## src/rtl/carry_chain_pipe_pkg.sv

```systemverilog
// Shared defaults, segment-count helper and per-bit result type for the pipelined carry chain.
package carry_pkg;

    localparam int CARRY_SEG_DEF   = 4;
    localparam int CARRY_WIDTH_DEF = 32;

    // One bit of chain result; a segment result is a packed array of these.
    typedef struct packed {
        logic co;
        logic o;
    } carry_res_t;

    function automatic int carry_nseg(input int width, input int seg);
        return (seg > 0) ? (width / seg) : 0;
    endfunction

endpackage

```

## src/rtl/carry_chain_pipe_seg.sv

```systemverilog
// Combinational SEG-bit carry ripple: the CARRY4/CARRY8 CO/O function over one segment.
module carry_seg
    import carry_pkg::*;
#(
    parameter int SEG = CARRY_SEG_DEF
) (
    input  logic           ci,
    input  logic [SEG-1:0] di,
    input  logic [SEG-1:0] s,
    output logic [SEG-1:0] co,
    output logic [SEG-1:0] o
);

    always_comb begin
        logic c;
        // NOTE: blocking assignments are required here so each loop iteration sees the carry just produced by the previous bit.
        c  = ci;
        // NOTE: every output gets a default before the loop so no path through this block can infer a latch.
        co = '0;
        o  = '0;
        for (int i = 0; i < SEG; i++) begin
            o[i]  = s[i] ^ c;
            co[i] = s[i] ? c : di[i];
            c     = co[i];
        end
    end

endmodule

```

## src/rtl/carry_chain_pipe.sv

```systemverilog
// Pipelined WIDTH-bit carry chain, one register stage per SEG-bit segment, fixed latency NSEG.
// Optional signed-overflow flags are built when CARRY_CHAIN_OVF_EN is defined.
module carry_chain_pipe
    import carry_pkg::*;
#(
    parameter int WIDTH = CARRY_WIDTH_DEF,
    parameter int SEG   = CARRY_SEG_DEF
) (
    input  logic             CLK,
    input  logic             RST,
    input  logic             CE,
    input  logic             IN_VLD,
    input  logic             CI,
    input  logic             CYINIT,
    input  logic [WIDTH-1:0] DI,
    input  logic [WIDTH-1:0] S,
`ifdef CARRY_CHAIN_OVF_EN
    input  logic             OVF_CLR,
    output logic             OVF,
    output logic             OVF_STICKY,
`endif
    output logic             OUT_VLD,
    output logic [WIDTH-1:0] CO,
    output logic [WIDTH-1:0] O,
    output logic             COUT
);

    localparam int NSEG = carry_nseg(WIDTH, SEG);

    if (!(SEG == 4 || SEG == 8) || (WIDTH < SEG) || (WIDTH % SEG != 0)) begin : g_bad_cfg
        $error("carry_chain_pipe: WIDTH must be a positive multiple of SEG, and SEG must be 4 or 8");
    end

    logic             c0;
    logic [NSEG-1:0]  vld_in;
    logic [NSEG-1:0]  vld_q, vld_d;
    logic             out_load;
    logic             seg_cin [NSEG];
    logic [WIDTH-1:0] co_pre, o_pre;
    logic [WIDTH-1:0] co_q, co_d, o_q, o_d;

    assign c0 = CI | CYINIT;

    // vld_in[k] is the valid bit arriving at stage k on the next enabled edge.
    assign vld_in   = NSEG'({vld_q, IN_VLD});
    assign out_load = CE & vld_in[NSEG-1];

    for (genvar k = 0; k < NSEG; k++) begin : g_seg
        logic [SEG-1:0]         di_k, s_k, co_k, o_k;
        logic [SEG-1:0]         co_pre_k, o_pre_k;
        carry_res_t [SEG-1:0]   res_k, res_pre_k;

        if (k == 0) begin : g_head
            assign di_k       = DI[SEG-1:0];
            assign s_k        = S[SEG-1:0];
            assign seg_cin[0] = c0;
        end else begin : g_skew
            logic [SEG-1:0] di_sh_q [k];
            logic [SEG-1:0] s_sh_q  [k];

            always_ff @(posedge CLK) begin
                if (RST) begin
                    // NOTE: skew/deskew arrays are reset too, so a flushed pipe carries no stale operands.
                    for (int i = 0; i < k; i++) begin
                        di_sh_q[i] <= '0;
                        s_sh_q[i]  <= '0;
                    end
                end else if (CE) begin
                    di_sh_q[0] <= DI[k*SEG +: SEG];
                    s_sh_q[0]  <= S[k*SEG +: SEG];
                    for (int i = 1; i < k; i++) begin
                        di_sh_q[i] <= di_sh_q[i-1];
                        s_sh_q[i]  <= s_sh_q[i-1];
                    end
                end
            end

            assign di_k = di_sh_q[k-1];
            assign s_k  = s_sh_q[k-1];
        end

        carry_seg #(.SEG(SEG)) u_seg (
            .ci (seg_cin[k]),
            .di (di_k),
            .s  (s_k),
            .co (co_k),
            .o  (o_k)
        );

        always_comb begin
            res_k = '0;
            for (int b = 0; b < SEG; b++) begin
                res_k[b].co = co_k[b];
                res_k[b].o  = o_k[b];
            end
        end

        if (k < NSEG - 1) begin : g_dsk
            carry_res_t [SEG-1:0] dsk_q [NSEG-1-k];
            logic                 cout_q;

            always_ff @(posedge CLK) begin
                if (RST) begin
                    cout_q <= 1'b0;
                    for (int i = 0; i < NSEG - 1 - k; i++) begin
                        dsk_q[i] <= '0;
                    end
                end else if (CE) begin
                    cout_q   <= co_k[SEG-1];
                    dsk_q[0] <= res_k;
                    for (int i = 1; i < NSEG - 1 - k; i++) begin
                        dsk_q[i] <= dsk_q[i-1];
                    end
                end
            end

            assign seg_cin[k+1] = cout_q;
            assign res_pre_k    = dsk_q[NSEG-2-k];
        end else begin : g_last
            assign res_pre_k = res_k;
        end

        always_comb begin
            co_pre_k = '0;
            o_pre_k  = '0;
            for (int b = 0; b < SEG; b++) begin
                co_pre_k[b] = res_pre_k[b].co;
                o_pre_k[b]  = res_pre_k[b].o;
            end
        end

        assign co_pre[k*SEG +: SEG] = co_pre_k;
        assign o_pre[k*SEG +: SEG]  = o_pre_k;
    end

    // Results load only on valid slots, so bubbles leave the last result visible.
    always_comb begin
        vld_d = vld_q;
        co_d  = co_q;
        o_d   = o_q;
        if (CE) begin
            vld_d = vld_in;
        end
        if (out_load) begin
            co_d = co_pre;
            o_d  = o_pre;
        end
    end

    always_ff @(posedge CLK) begin
        if (RST) begin
            vld_q <= '0;
            co_q  <= '0;
            o_q   <= '0;
        end else begin
            vld_q <= vld_d;
            co_q  <= co_d;
            o_q   <= o_d;
        end
    end

    assign OUT_VLD = vld_q[NSEG-1];
    assign CO      = co_q;
    assign O       = o_q;
    assign COUT    = co_q[WIDTH-1];

`ifdef CARRY_CHAIN_OVF_EN
    logic ovf_pre;
    logic ovf_q, ovf_d;
    logic sticky_q, sticky_d;

    assign ovf_pre = co_pre[WIDTH-1] ^ co_pre[WIDTH-2];

    // A new overflow outranks a simultaneous clear.
    always_comb begin
        ovf_d    = ovf_q;
        sticky_d = sticky_q;
        if (out_load) begin
            ovf_d = ovf_pre;
        end
        if (out_load && ovf_pre) begin
            sticky_d = 1'b1;
        end else if (CE && OVF_CLR) begin
            sticky_d = 1'b0;
        end
    end

    always_ff @(posedge CLK) begin
        if (RST) begin
            ovf_q    <= 1'b0;
            sticky_q <= 1'b0;
        end else begin
            ovf_q    <= ovf_d;
            sticky_q <= sticky_d;
        end
    end

    assign OVF        = ovf_q;
    assign OVF_STICKY = sticky_q;
`endif

endmodule

```

## config.mk

```make
export PLATFORM = sky130hd
export DESIGN_NAME = carry_chain_pipe
export DESIGN_NICKNAME = d
export VERILOG_FILES = /design/src/rtl/carry_chain_pipe_pkg.sv /design/src/rtl/carry_chain_pipe_seg.sv /design/src/rtl/carry_chain_pipe.sv
export SDC_FILE = /design/constraint.sdc
export NUM_CORES = 1
export LEC_CHECK = 0
export BUFFER_PORTS_ARGS = -buffer_cell sky130_fd_sc_hd__buf_2
export CORE_UTILIZATION = 25
export DETAILED_ROUTE_END_ITERATION = 7
export GPL_ROUTABILITY_DRIVEN = 0
export GPL_TIMING_DRIVEN = 1
export PLACE_DENSITY = 0.36
export SYNTH_ARGS = -nofsm -noshare
export SYNTH_HDL_FRONTEND = slang
export SYNTH_SLANG_ARGS = --single-unit
```

## constraint.sdc

```tcl
create_clock -name CLK -period 37.3 [get_ports CLK]
set_input_delay 11.19 -clock CLK [delete_from_list [all_inputs] [get_ports CLK]]
set_output_delay 11.19 -clock CLK [all_outputs]
set_load 0.05 [all_outputs]
```

==> reports/results.ini <==
[yosys]
muxShareOfSynthArea_pct=0.7589
synth-simple-area-share_pct=17.45
synth_top_family_by_area=simple AND/OR/NAND/NOR gates
yosysMostFrequentCell=edfxtp_1
syn_area_per_cell_um2=14.33
netlist_instances=1381
synth_area_um2=19790
synth_top_cell_area_share_pct=67.99
synth_edf_count=448
yosysSeqAreaShare_pct=75.99
synth_compound_area_share_pct=2.764
synthAdderAreaFrac_pct=0
synth_xor_area_share_pct=1.284
netlist_top_cells_count=448 x edfxtp_1, 389 x and2_1, 131 x nand2_1
ys_ff_latch=527
async_flop_share_pct=0
synth_nets=1451
yosysWarnings=0
synth_cell_types=34
synth_area_leaders=edfxtp_1 68%, and2_1 12%, dfxtp_1 8.0%
ys.flop_type=edfxtp_1
yosysTopAreaCell=edfxtp_1

[timing]
setup_tns_ns=0
setup_violations=0
fin_worst_skew_ns=0.01838
slew_viol_final=0
finalCriticalPeriod_ns=14.23
tightest_slew_ns=1.093
hold_violations=0
fin_ws_ns=23.07
rsz0062_at_grt=false
min_period_over_period_pct=38.15
max_slew_margin_pct=27.17
max_freq_mhz=70.28

[route]
vias=9817
drt-met1-wl_um=17350
vias_per_cell=3.771
post-route-drc-count=0
route.met2.wl_um=15830
top_layer=met4
first_pass_iters=4
routed_wl_um=35810
route.met3.wl_um=1721
drt-initial-drc-count=507
ant_nets=0
wl_per_cell_um=13.76

[cts]
ctsResizeCount=0
cts_tree=yes
cts_hold_buf=0
cts_inserted_buffers=60
post-cts-setup-buffers=0
h-tree-depth=2
clock-root-buffer=clkbuf_16
cts.path.max_buffers=3
clk_pin_slew_ns=0.06
clk_latency_ns=0.61
cts.sinks=527

[flow_run]
maxCapViolations=0

[run_status]
status=finished clean

[finish]
num-fill-cells=7882
layout.cells.non_filler=2603
antennaDiodeCount=0
drive_gt1_share_pct=14.84
area_growth_pct=18.17
stdcell_area_um2=23380
final_nets=1585

[critical_path]
worst-path-max-fanout=127
path_common_cell=buf_4
end_kind=register
crit_arrival_ns=14.44
start_kind=primary input
crit_path_max_incr_delay_ns=0.96
crit_path_top_delay_cell=buf_4
worstReg2RegStart=vld_q[6]$_SDFFE_PP0P_
required_ns=37.52
crit_chain=buf_4 -> nor2_2 -> buf_4 -> inv_8 -> buf_4 -> buf_4
rr_endpoint=CO[31]$_SDFFE_PP0P_
reg2regPathDepth=5
crit_type=in2reg
rrSetupSlack_ns=35.32

[grt]
grt_pass1_wl_um=57070
first_global_vias=9855
antenna_found_initial=2
grt_use_total_pct=8.925
grt_max_degree=170
globalRouteOverflowTotal=0

[min_path]
min-delay-start=O[29]$_SDFFE_PP0P_
hold_depth=2
min_path_type=reg2reg
holdPathEnd=O[29]$_SDFFE_PP0P_

[power]
peakVddDrop_mv=0.03317
cellLeakagePower_nw=8.833
power_density_nw_per_um2=54.50

[floorplanning]
die_x_um=283.3
coreArea_um2=77850
die_area_um2=80270
start_util_pct=25.41
die_h_um=283.3
core.rowCount=102
ioPinCount=136

[placed_design]
numPortBuffers=135
preCtsSetupSlack_ns=22.31
dp_hpwl_um=21050
placed_cell_area_um2=21560
dp.cells=2493

worst max path at each step:
| stage | from | end | slack, ns | depth (start not counted) |
|---|---|---|---|---|
| floorplan | RST | g_seg[0].g_dsk.dsk_q[0][0]$_SDFFCE_PN0P_ | 16.31 | 3 |
| finish | RST | g_seg[3].g_dsk.dsk_q[1][5]$_SDFFCE_PN0P_ | 23.07 | 6 |
| CTS | RST | g_seg[2].g_dsk.dsk_q[4][5]$_SDFFCE_PN0P_ | 22.96 | 6 |
| detailed placement | RST | g_seg[2].g_dsk.dsk_q[4][5]$_SDFFCE_PN0P_ | 22.31 | 6 |
| global route | RST | g_seg[2].g_dsk.dsk_q[4][5]$_SDFFCE_PN0P_ | 22.76 | 6 |
| global placement | RST | g_seg[2].g_dsk.dsk_q[4][5]$_SDFFCE_PN0P_ | 22.36 | 6 |
worst max-delay path: cells and delay by family:
kind | cells | cell delay [ns]
buf+inv | 5 | 3.06
simple gates | 1 | 0.05
report_power, final:
group | switching (mW) | internal, mW | leakage, nW | total (mW)
combinational | 0.0282 | 0.0162 | 2.37 | 0.0444
clock | 0.227 | 0.317 | 0.885 | 0.544
sequential | 0.0102 | 0.676 | 5.58 | 0.686
total | 0.265 | 1.01 | 8.83 | 1.27
layout make-up:
class	count	area, µm²	share of cell area (%)
inverters	8	37.54	0.1605
clock inverters	29	183.9	0.7867
clock buffers	81	1632	6.978
repair buffers	146	773.2	3.307
multi-input cells	772	4418	18.90
well taps	1040	1301	5.566
flip-flops and latches	527	15030	64.30
flip-flops by register name, summed over array words and instances (netlist names):
name / count
O: 32
g_seg.g_dsk.cout_q: 7
g_seg.g_dsk.dsk_q: 224
g_seg.g_skew.s_sh_q: 112
CO: 32
g_seg.g_skew.di_sh_q: 112
vld_q: 8
logic make-up (layout without fill, tap and decap cells):
logic type | count (synthesis) | count (layout)
and+or+nand+nor | 628 | 628
DFF | 527 | 527
AOI/OAI and AO/OA | 100 | 100
buffers and inverters | 82 | 264
xor gates and xnor gates | 29 | 29
muxes | 15 | 15
stage by stage:
step                      util [%]  hold slack [ns]  total power, mW
after global placement       27.70           0.4449           0.7453
after CTS                    30.03           0.4519            1.301
after detailed placement     27.70           0.4455           0.7456
final                        30.03           0.4478            1.274
after global routing         30.03           0.4688            1.331
after floorplan                  -           0.4601           0.7337
cells in the final DEF (no fill, tap or decap), types with 7 or more instances in the layout:
cell / n
a21oi_1: 69
and2_1: 388
buf_2: 134
buf_4: 11
clkbuf_1: 17
clkbuf_16: 61
clkinv_1: 17
clkinv_2: 7
dfxtp_1: 79
edfxtp_1: 448
inv_1: 7
mux2i_1: 15
nand2_1: 131
nand2b_1: 7
nand3b_1: 9
nor2_1: 64
nor2b_1: 17
o21ai_0: 14
xnor2_1: 21
xor2_1: 8
metal layers:
metal	vias up	GRT usage, %
li1	5024	-
met3	63	2.391
met2	162	13.62
met1	4568	12.18
met5	-	0
met4	0	3.054
No activity file was read; power rests on OpenSTA's default activity.
